==> src/rtl/ahb_mtx_pkg.sv <==
// ahb_mtx_pkg: shared AHB-Lite encodings and payload types for the bus-matrix
// output stage and its round-robin arbiter.
package ahb_mtx_pkg;

    typedef enum logic [1:0] {
        HTRANS_IDLE   = 2'b00,
        HTRANS_BUSY   = 2'b01,
        HTRANS_NONSEQ = 2'b10,
        HTRANS_SEQ    = 2'b11
    } htrans_e;

    typedef enum logic [2:0] {
        HBURST_SINGLE = 3'd0,
        HBURST_INCR   = 3'd1,
        HBURST_WRAP4  = 3'd2,
        HBURST_INCR4  = 3'd3,
        HBURST_WRAP8  = 3'd4,
        HBURST_INCR8  = 3'd5,
        HBURST_WRAP16 = 3'd6,
        HBURST_INCR16 = 3'd7
    } hburst_e;

    typedef enum logic [2:0] {
        HSIZE_BYTE   = 3'd0,
        HSIZE_HALF   = 3'd1,
        HSIZE_WORD   = 3'd2,
        HSIZE_DWORD  = 3'd3,
        HSIZE_4WORD  = 3'd4,
        HSIZE_8WORD  = 3'd5,
        HSIZE_16WORD = 3'd6,
        HSIZE_32WORD = 3'd7
    } hsize_e;

    // Address-phase control payload of one input stage (address carried separately
    // because its width is a per-instance parameter).
    typedef struct packed {
        logic [1:0] trans;
        logic       write;
        logic [2:0] size;
        logic [2:0] burst;
        logic [3:0] prot;
        logic       mastlock;
    } ahb_ctrl_t;

    // SEQ and BUSY both continue a burst already under way.
    function automatic logic trans_continues(input logic [1:0] trans);
        return (trans == HTRANS_SEQ) || (trans == HTRANS_BUSY);
    endfunction

endpackage

==> src/rtl/ahb_mtx_arb.sv <==
// ahb_mtx_arb: two-port round-robin arbiter with hold/lock qualifier.
// Ports:
//   HCLK, HRESETn  clock, async active-low reset
//   req[1:0]       per-port transfer request
//   hold           current owner keeps the grant (burst continuation or lock)
//   HREADYOUTM     slave ready; arbitration only takes effect when high
//   addr_owner     registered address-phase owner
//   no_port        registered "no owner" flag
//   last_grant     registered port that won the last fresh grant
//   addr_owner_c   owner for this cycle (zero latency)
//   no_port_c      "no owner" for this cycle, forced during reset
module ahb_mtx_arb
    import ahb_mtx_pkg::*;
(
    input  logic       HCLK,
    input  logic       HRESETn,
    input  logic [1:0] req,
    input  logic       hold,
    input  logic       HREADYOUTM,
    output logic       addr_owner,
    output logic       no_port,
    output logic       last_grant,
    output logic       addr_owner_c,
    output logic       no_port_c
);

    logic grant_owner;
    logic grant_none;
    logic grant_new;

    // Candidate grant for this cycle.
    always_comb begin
        grant_owner = addr_owner;
        grant_none  = 1'b1;
        grant_new   = 1'b0;
        if (hold) begin
            grant_none = 1'b0;
        end else begin
            case (req)
                2'b11: begin
                    grant_owner = ~last_grant;
                    grant_none  = 1'b0;
                    grant_new   = 1'b1;
                end
                2'b01: begin
                    grant_owner = 1'b0;
                    grant_none  = 1'b0;
                    grant_new   = 1'b1;
                end
                2'b10: begin
                    grant_owner = 1'b1;
                    grant_none  = 1'b0;
                    grant_new   = 1'b1;
                end
                default: begin
                    // No request: park on the previous owner with no_port set.
                    grant_owner = addr_owner;
                    grant_none  = 1'b1;
                end
            endcase
        end
    end

    // While the slave stalls the previous decision stays on the bus.
    assign addr_owner_c = HREADYOUTM ? grant_owner : addr_owner;
    assign no_port_c    = !HRESETn || (HREADYOUTM ? grant_none : no_port);

    // Arbitration state, frozen across wait states.
    always_ff @(posedge HCLK or negedge HRESETn) begin
        if (!HRESETn) begin
            addr_owner <= 1'b0;
            no_port    <= 1'b1;
            last_grant <= 1'b1;
        end else if (HREADYOUTM) begin
            addr_owner <= grant_owner;
            no_port    <= grant_none;
            if (grant_new) begin
                last_grant <= grant_owner;
            end
        end
    end

endmodule

==> src/rtl/ahb_mtx_output_stage.sv <==
// ahb_mtx_output_stage: slave-facing end of the bus matrix. Arbitrates two input
// stages onto one AHB-Lite master interface and steers write data by the
// registered data-phase owner.
// Ports:
//   HCLK, HRESETn           clock, async active-low reset
//   *_op0 / *_op1           request, address and control from SI0 / SI1
//   active_op0/1            port owns the address phase this cycle
//   HSELM..HMASTLOCKM       muxed address phase to the slave
//   HWDATAM                 write data of the current data-phase owner
//   HREADYOUTM / HREADYMUXM slave ready in / ready fed back to the slave
module ahb_mtx_output_stage
    import ahb_mtx_pkg::*;
#(
    parameter int unsigned ADDR_W = 32,
    parameter int unsigned DATA_W = 32
) (
    input  logic              HCLK,
    input  logic              HRESETn,
    input  logic              sel_op0,
    input  logic              sel_op1,
    input  logic              held_tran_op0,
    input  logic              held_tran_op1,
    input  logic [ADDR_W-1:0] addr_op0,
    input  logic [ADDR_W-1:0] addr_op1,
    input  logic [1:0]        trans_op0,
    input  logic [1:0]        trans_op1,
    input  logic              write_op0,
    input  logic              write_op1,
    input  logic [2:0]        size_op0,
    input  logic [2:0]        size_op1,
    input  logic [2:0]        burst_op0,
    input  logic [2:0]        burst_op1,
    input  logic [3:0]        prot_op0,
    input  logic [3:0]        prot_op1,
    input  logic              mastlock_op0,
    input  logic              mastlock_op1,
    input  logic [DATA_W-1:0] wdata_op0,
    input  logic [DATA_W-1:0] wdata_op1,
    output logic              active_op0,
    output logic              active_op1,
    output logic              HSELM,
    output logic [ADDR_W-1:0] HADDRM,
    output logic [1:0]        HTRANSM,
    output logic              HWRITEM,
    output logic [2:0]        HSIZEM,
    output logic [2:0]        HBURSTM,
    output logic [3:0]        HPROTM,
    output logic              HMASTLOCKM,
    output logic [DATA_W-1:0] HWDATAM,
    input  logic              HREADYOUTM,
    output logic              HREADYMUXM
);

    ahb_ctrl_t  ctrl_v [2];
    ahb_ctrl_t  ctrl_q;
    ahb_ctrl_t  ctrl_a;
    logic [1:0] req;
    logic       hold;
    logic       addr_owner_q;
    logic       no_port_q;
    logic       last_grant;
    logic       addr_owner_c;
    logic       no_port_c;
    logic       sel_a;
    logic       data_owner;
    logic       data_valid;

    assign ctrl_v[0] = {trans_op0, write_op0, size_op0, burst_op0, prot_op0, mastlock_op0};
    assign ctrl_v[1] = {trans_op1, write_op1, size_op1, burst_op1, prot_op1, mastlock_op1};

    assign req = {sel_op1 & held_tran_op1, sel_op0 & held_tran_op0};

    // Hold is judged on what the registered owner presents now; sel is ignored so
    // a protocol-violating owner still cannot lose a burst mid-way.
    assign ctrl_q = ctrl_v[addr_owner_q];
    assign hold   = !no_port_q &&
                    (trans_continues(ctrl_q.trans) ||
                     ctrl_q.mastlock ||
                     ((ctrl_q.trans == HTRANS_NONSEQ) &&
                      (ctrl_q.burst != HBURST_SINGLE) && !HREADYOUTM));

    ahb_mtx_arb u_arb (
        .HCLK         (HCLK),
        .HRESETn      (HRESETn),
        .req          (req),
        .hold         (hold),
        .HREADYOUTM   (HREADYOUTM),
        .addr_owner   (addr_owner_q),
        .no_port      (no_port_q),
        .last_grant   (last_grant),
        .addr_owner_c (addr_owner_c),
        .no_port_c    (no_port_c)
    );

    // Address-phase mux; a parked owner still drives address/control, but
    // select, transfer type and lock are suppressed.
    assign ctrl_a     = ctrl_v[addr_owner_c];
    assign sel_a      = addr_owner_c ? sel_op1 : sel_op0;
    assign HSELM      = !no_port_c && sel_a;
    assign HTRANSM    = HSELM ? ctrl_a.trans : HTRANS_IDLE;
    assign HMASTLOCKM = !no_port_c && ctrl_a.mastlock;
    assign HADDRM     = addr_owner_c ? addr_op1 : addr_op0;
    assign HWRITEM    = ctrl_a.write;
    assign HSIZEM     = ctrl_a.size;
    assign HBURSTM    = ctrl_a.burst;
    assign HPROTM     = ctrl_a.prot;

    assign active_op0 = !no_port_c && !addr_owner_c && sel_op0;
    assign active_op1 = !no_port_c &&  addr_owner_c && sel_op1;

    assign HREADYMUXM = HREADYOUTM;

    // Data-phase owner advances with each accepted address phase.
    always_ff @(posedge HCLK or negedge HRESETn) begin
        if (!HRESETn) begin
            data_owner <= 1'b0;
            data_valid <= 1'b0;
        end else if (HREADYOUTM) begin
            data_owner <= addr_owner_c;
            data_valid <= HSELM & HTRANSM[1];
        end
    end

    assign HWDATAM = data_owner ? wdata_op1 : wdata_op0;

    // A real data phase is only ever launched by a port that held the address phase.
    a_valid_has_owner: assert property (@(posedge HCLK) disable iff (!HRESETn)
        data_valid |-> !no_port_q);

    // Whenever a port owns the bus it was the winner of the latest fresh grant.
    a_owner_is_last_grant: assert property (@(posedge HCLK) disable iff (!HRESETn)
        !no_port_q |-> (last_grant == addr_owner_q));

endmodule

==> config.mk <==
export PLATFORM = sky130hd
export DESIGN_NAME = ahb_mtx_output_stage
export DESIGN_NICKNAME = d
export VERILOG_FILES = /design/src/rtl/ahb_mtx_pkg.sv /design/src/rtl/ahb_mtx_arb.sv /design/src/rtl/ahb_mtx_output_stage.sv
export SDC_FILE = /design/constraint.sdc
export NUM_CORES = 1
export LEC_CHECK = 0
export ABC_CLOCK_PERIOD_IN_PS = 3650
export BUFFER_PORTS_ARGS = -buffer_cell sky130_fd_sc_hd__buf_2
export CORE_AREA = 2 2 96 98
export DETAILED_ROUTE_END_ITERATION = 16
export DIE_AREA = 0 0 98 100
export PLACE_DENSITY = 0.53
export SKIP_LAST_GASP = 1
export SLEW_MARGIN = 20
export SYNTH_ARGS = -nofsm -noshare
export SYNTH_HDL_FRONTEND = slang
export SYNTH_HIERARCHICAL = 1
export SYNTH_SLANG_ARGS = --single-unit
==> constraint.sdc <==
create_clock -name HCLK -period 3.65 [get_ports HCLK]
set_input_delay 0.73 -clock HCLK [delete_from_list [all_inputs] [get_ports HCLK]]
set_output_delay 0.73 -clock HCLK [all_outputs]
set_load 0.03 [all_outputs]
==> results of run 1 <==
[what timing repair did]
item / CTS / global route
endpoints found under the setup margin: 0 / 28
resized for setup: 0 / 2
setup buffers: 0 / 0
[cells in the final DEF (no fill, tap or decap)]
cell	instances
a21o_1	2
clkbuf_1	1
buf_12	1
nand2b_1	3
a32o_2	1
mux2_2	60
mux2i_1	3
and2_1	2
nand3_1	1
and2b_2	1
o32a_1	1
clkbuf_8	3
dfstp_2	2
and4bb_2	1
nand3b_1	1
mux2_4	16
buf_4	2
nor2_1	6
buf_2	244
o311ai_1	1
inv_1	2
or4b_1	1
dfrtp_1	2
a31oi_2	1
nor3_1	2
nand2_1	3
[synthesized netlist by cell type]
master    instances  area, sq um
mux2i_1           3         30.0
inv_1             2         7.51
buf_2             3         15.0
and2_1            2         12.5
a21o_1            2         15.0
buf_6             3         33.8
nor2_1            6         22.5
nand2b_1          3         18.8
nand3b_1          1         7.51
o311ai_0          1         8.76
buf_4             4         30.0
nand2_1           3         11.3
and2b_2           1         8.76
or4b_1            1         10.0
nand3_1           1         5.00
o32a_1            1         10.0
dfrtp_1           2         50.1
and4bb_2          1         12.5
nor3_1            2         10.0
mux2_4           16          240
a31oi_1           1         6.26
a32o_1            1         10.0
mux2_2           60          676
dfstp_2           2         52.6
[final cells by class]
| class | instances | area (sq um) | share of cell area |
|---|---|---|---|
| timing repair buffer | 247 | 1260 | 0.470 |
| tap | 111 | 139 | 0.0520 |
| sequential | 4 | 103 | 0.0384 |
| inverter | 2 | 7.51 | 0.00281 |
| clock buffer | 4 | 45.0 | 0.0169 |
| multi-input combinational | 106 | 1120 | 0.420 |
[path summary, 6_finish.rpt]
path	to	depth (start not counted)	slack, ns
worst max-delay path	HADDRM[0]	9	0.19
worst min-delay path	u_arb/addr_owner	1	0.32
worst max register to register	data_owner	6	1.72
worst min register to register	data_owner	1	0.50
max in group asynchronous	u_arb/last_grant	1	3.11
min in group HCLK	data_owner	1	0.50
[through the flow]
stage	utilization	hold slack [ns]
floorplan	-	0.434
global placement	0.295	0.498
CTS	0.300	0.322
global route	0.301	0.322
finish	0.301	0.321
detailed placement	0.295	0.500
[state kept, by name, indices dropped and copies added, names as in the netlist]
signal / flops
u_arb/no_port: 1
data_owner: 1
u_arb/addr_owner: 1
u_arb/last_grant: 1
[worst max-delay path: cells and delay by family]
| kind | cells | cell delay (ns) |
|---|---|---|
| AO/OA/AOI/OAI | 3 | 0.56 |
| buffers and inverters | 3 | 0.54 |
| AND/OR/NAND/NOR | 2 | 0.51 |
| multiplexers | 1 | 0.38 |
[cells by family after synthesis]
logic type | after synthesis | synth area share
muxes | 79 | 0.726
buffers and inverters | 12 | 0.0662
DFF | 4 | 0.0787
and+or+nand+nor | 21 | 0.0912
AOI/OAI and AO/OA | 6 | 0.0384
[where the power goes]
part,switching (W),internal (W)
clock network,0.0000228,0.0000746
registers,0.0000149,0.0000693
logic,0.000937,0.000666
total,0.000974,0.000810
[routing by layer]
metal	GRT usage	part of all wire	vias up	wire length, um
met3	0.0160	0.086	2	473
met5	0	0	-	0
met2	0.194	0.56	101	3090
met1	0.109	0.35	853	1900
li1	-	-	939	-
met4	0.00641	0.0011	0	6
==> results.md, run 1 <==
- CTS sink cnt: 4
- Worst slew pin tran: a little under 0.4 ns
- Nets: 527
- Critical path's largest stage delay: around 0.38 ns
- Area grow syn2layout: 105%
- Fraction of layout cells with a size suffix above 1: 0.915
- CORE AREA: 0.00889 sq mm
- Max-slew violations: 0
- Setup ws final: 0.186 ns
- Pre-antenna DRT Iters: 4
- Most frequent CP cell: buf_2
- DP Worst Slack: 0.141 ns
- Pwr Total: 0.00178 W
- CP Launch Point: trans_op0[0]
- Critical-path top delay cell: mux2_2
- Yosys reg bits: 4
- # diodes: 0
- Post-route antenna net violation count: 0
- Final Cycle Share: 0.949
- Non-Filler Instances: approximately 470
- Hold Fails Final Rpt: 0
- Hold crit path type: primary input to async pin
- Via-to-Cell Ratio: 4.00
- Final setup viols: 0
- Grt total ovfl: 0
- Pwr/cell area: 668 mW/mm^2
- Port Buffers: 244
- Worst Path Required: between 2 and 3 ns
- First-pass GRT wire length: 8090 um
- Inst Count DP: 470
- Setup crit start kind: primary input
- Status: finished clean
- Die Height: 100 um
- Num CTS Buffers: 3
- Setup TNS: 0 ns
- Clock Pin Slew Worst Setup and Hold Paths: ~0.040 ns
- Final Routed Wirelength: 5470 um
- Wire per inst: between 10 and 15 um
- Vias: 1895
- DRT iter0 DRCs: 18
- CP cell instances: buf_2 -> nor3_1 -> o32a_1 -> a31oi_2 -> and2b_2 -> a32o_2 -> buf_12 -> mux2_2 -> buf_2
- DP HPWL: 4960 um
- CP endpoint kind: output port
- Initial Util: 0.147
- Total GRT Usage: 0.0961
- Synth warnings: 6
- Die area: 0.00980 sq mm
- Clock skew: ~0.0044 ns
- Top Ports: 245
- Placed inst area: 0.00262 sq mm
- CP Data Arrival Time: 2.73 ns
- Post-route cell area: 0.00267 sq mm
- Final Wtd Congestion: roughly 0.73
- Clk Latency, worst-skew pair: 0.21 ns
- Drt drc: 0
- Initial antenna violation count: 0
- Minimum clock period: approximately 3.5 ns
- Syn avg cell area: 10.7 sq um
- Sequential area share after synthesis: 0.0787
- Post-Synthesis Cells: 122
- Largest net degree at the start of global routing: 33
- RSZ-0062 raised after global routing: no
- Highest clock rate: 0.289 GHz
- CTS tree: done
- Slew HR: 0.736
- Fill cells: 967
- Longest Clk Path Bufs: 2
- Post-CTS Hold Buffers: 0
- P_leak: about 1.5 nW
- VDD IR max: 343 uV
- Max Cap Violations: 0
- Worst setup path class: primary input to output port
- CP max FO: 29
- Vias in the first global route: 1805
- Post-synthesis cell area: ~0.0013 sq mm
- Synth cell types: 24
- Mapped Nets: 285
- Root buffer cell: clkbuf_8
- Worst R2R Start: u_arb/no_port
- Overall die width: 98 um
- Row Count: 35
- H-tree depth: 1
Power figures use the tool's default switching activity.
==> run 2: changes to the inputs <==
--- a/config.mk
+++ b/config.mk
@@ -8,6 +8,7 @@
 export ABC_CLOCK_PERIOD_IN_PS = 3650
 export BUFFER_PORTS_ARGS = -buffer_cell sky130_fd_sc_hd__buf_2
 export CORE_AREA = 2 2 96 98
+export CTS_BUF_LIST = sky130_fd_sc_hd__clkbuf_16
 export DETAILED_ROUTE_END_ITERATION = 16
 export DIE_AREA = 0 0 98 100
 export PLACE_DENSITY = 0.53
==> run 2 against run 1 <==
Global-route usage is essentially flat. Flip-flop and latch count is the same. Clock skew shrank 0.0013 ns. Register-to-register slack is essentially flat. Critical path type unchanged. Critical endpoint unchanged. Largest power group unchanged.
==> results.md, run 2 (synthesis results as in run 1) <==
- Fraction of layout cells with a size suffix above 1: 0.915 (unchanged)
- Setup crit start kind: primary input
- Num CTS Buffers: 3 (unchanged)
- Die Height: 100 um (unchanged)
- CP max FO: 29 (unchanged)
- Pre-antenna DRT Iters: 4 (unchanged)
- Final Cycle Share: 0.949 (about the same)
- Worst slew pin tran: 0.393 ns (-0.00320 ns)
- Post-CTS Hold Buffers: 0 (unchanged)
- Clock skew: 0.00314 ns (-0.00127 ns)
- DRT iter0 DRCs: 20 (+2)
- Via-to-Cell Ratio: 3.99 (-0.21%)
- CTS sink cnt: 4 (unchanged)
- Most frequent cells in the layout: buf_2 (244), mux2_2 (60), mux2_4 (16)
- Clock Power Share: 0.092 (+0.037)
- Row Count: 35 (unchanged)
- First-pass GRT wire length: 8080 um (about the same)
- Initial Util: 0.147 (unchanged)
- Final setup viols: 0 (unchanged)
- Root buffer cell: clkbuf_16
- Minimum clock period: 3.46 ns (-0.000326 ns)
- Max Cap Violations: 0 (unchanged)
- Largest net degree at the start of global routing: 33 (unchanged)
- P_leak: 1.54 nW (+1.3%)
- Worst Path Required: 2.92 ns (about the same)
- CTS tree: done
- DP Worst Slack: 0.141 ns (unchanged)
- CORE AREA: 0.00889 sq mm (unchanged)
- Final Routed Wirelength: 5480 um (+0.20%)
- Vias in the first global route: 1809 (+0.22%)
- Max-slew violations: 0 (unchanged)
- Overall die width: 98 um (unchanged)
- Clock Pin Slew Worst Setup and Hold Paths: 0.03 ns (about the same)
- Total GRT Usage: 0.0960 (-0.000146)
- VDD IR max: 345 uV (+0.53%)
- Port Buffers: 244 (unchanged)
- H-tree depth: 1 (unchanged)
- Hold Fails Final Rpt: 0 (unchanged)
- Slew HR: 0.738 (+0.00213)
- Die area: 0.00980 sq mm (unchanged)
- Setup TNS: 0 ns (unchanged)
- Clk Latency, worst-skew pair: 0.22 ns (about the same)
- Vias: 1891 (-0.21%)
- Post-route cell area: 0.00271 sq mm (+1.3%)
- Wire per inst: 11.6 um (+0.20%)
- Hold crit path type: primary input to async pin
- Status: finished clean
- Longest Clk Path Bufs: 2 (unchanged)
- Multi-input gate area in the final layout: 0.00112 sq mm (unchanged)
- Grt total ovfl: 0 (unchanged)
- CP cell instances: buf_2 -> nor3_1 -> o32a_1 -> a31oi_2 -> and2b_2 -> a32o_2 -> buf_12 -> mux2_2 -> buf_2
- Critical-path top delay cell: mux2_2
- Setup ws final: 0.186 ns (+0.000326 ns)
- Nets: 527 (unchanged)
- Int Power: 0.000877 W (+8.2%)
- Part of the power in registers: 0.045 (-0.002)
- Combinational power share: 0.863 (-0.035)
- RSZ-0062 raised after global routing: no
- Fill cells: 964 (-0.31%)
- Critical path's largest stage delay: 0.38 ns (about the same)
- Commonest non-fill, non-tap cell in the layout: buf_2
- Drt drc: 0 (unchanged)
- Area grow syn2layout: 108%
- Highest clock rate: 0.289 GHz (about the same)
- Top Ports: 245 (unchanged)
- Most frequent CP cell: buf_2
- DP HPWL: 4960 um (unchanged)
- Worst setup path class: primary input to output port
- CP endpoint kind: output port
- Pwr/cell area: 687 mW/mm^2 (+2.8%)
- Sw Share: 0.528 (-0.0178)
- CP Data Arrival Time: 2.73 ns (about the same)
- Post-route antenna net violation count: 0 (unchanged)
- Placed inst area: 0.00262 sq mm (unchanged)
- Initial antenna violation count: 0 (unchanged)
- Sequential cell area: 103 sq um (unchanged)
- # diodes: 0 (unchanged)
- WHS: 0.317 ns (-0.00469 ns)
- NetSw: 0.000982 W (+0.75%)
- Final Wtd Congestion: 0.729 (unchanged)
run 2: changes by cell type in the layout (fill, tap and decap cells not counted):
cell,before,now
clkbuf_16,0,3
clkbuf_8,3,0
clkbuf_1,1,0
inv_1,2,3
run 2: final timing paths:
check | slack [ns] | to | cells after the start | from
min in group HCLK | 0.50 | data_owner | 1 | data_owner
max in group asynchronous | 3.12 | u_arb/last_grant | 1 | HRESETn
hold reg to reg | 0.50 | data_owner | 1 | data_owner
setup / recovery | 0.19 | HADDRM[0] | 9 | trans_op0[0]
setup reg to reg | 1.71 | data_owner | 6 | u_arb/no_port
hold / removal | 0.32 | u_arb/addr_owner | 1 | HRESETn
run 2: final cells by class:
cell class | instances | area share
Timing Repair Buffer | 247 | 0.464
Multi-Input combinational cell | 106 | 0.415
Clock inverter | 1 | 0.00139
Inverter | 2 | 0.00277
Sequential cell | 4 | 0.0379
Tap cell | 111 | 0.0513
Clock buffer | 3 | 0.0277
run 2: power groups by stage:
stage / registers [W] / logic [W] / clock network (W)
after floorplan: 0.0000772 / 0.00127 / 0
after global placement: 0.0000848 / 0.00160 / 0
after detailed placement: 0.0000848 / 0.00161 / 0
after CTS: 0.0000844 / 0.00162 / 0.000174
after global routing: 0.0000880 / 0.00169 / 0.000181
final: 0.0000841 / 0.00160 / 0.000171
run 2: metrics by stage:
stage | instances | total power, W | util
detailed placement | 470 | 0.00169 | 0.295
global placement | 470 | 0.00168 | 0.295
CTS | 474 | 0.00187 | 0.304
finish | 474 | 0.00186 | 0.304
floorplan | 122 | 0.00135 | -
global route | 474 | 0.00196 | 0.304
run 2: routing by layer:
layer	wire length, um	track usage
met5	0	0
met4	6	0.00641
met3	473	0.0160
met2	3080	0.195
met1	1920	0.108
run 2: timing repair:
item	4_1_cts	5_1_grt
gates resized for setup	0	2
buffers inserted	0	0
setup endpoints to repair	0	28
run 2: worst max-delay path, delay by kind of cell:
| family | cells | cell delay (ns) |
|---|---|---|
| compound gates | 3 | 0.56 |
| buf+inv | 3 | 0.54 |
| simple gates | 2 | 0.51 |
| mux | 1 | 0.38 |
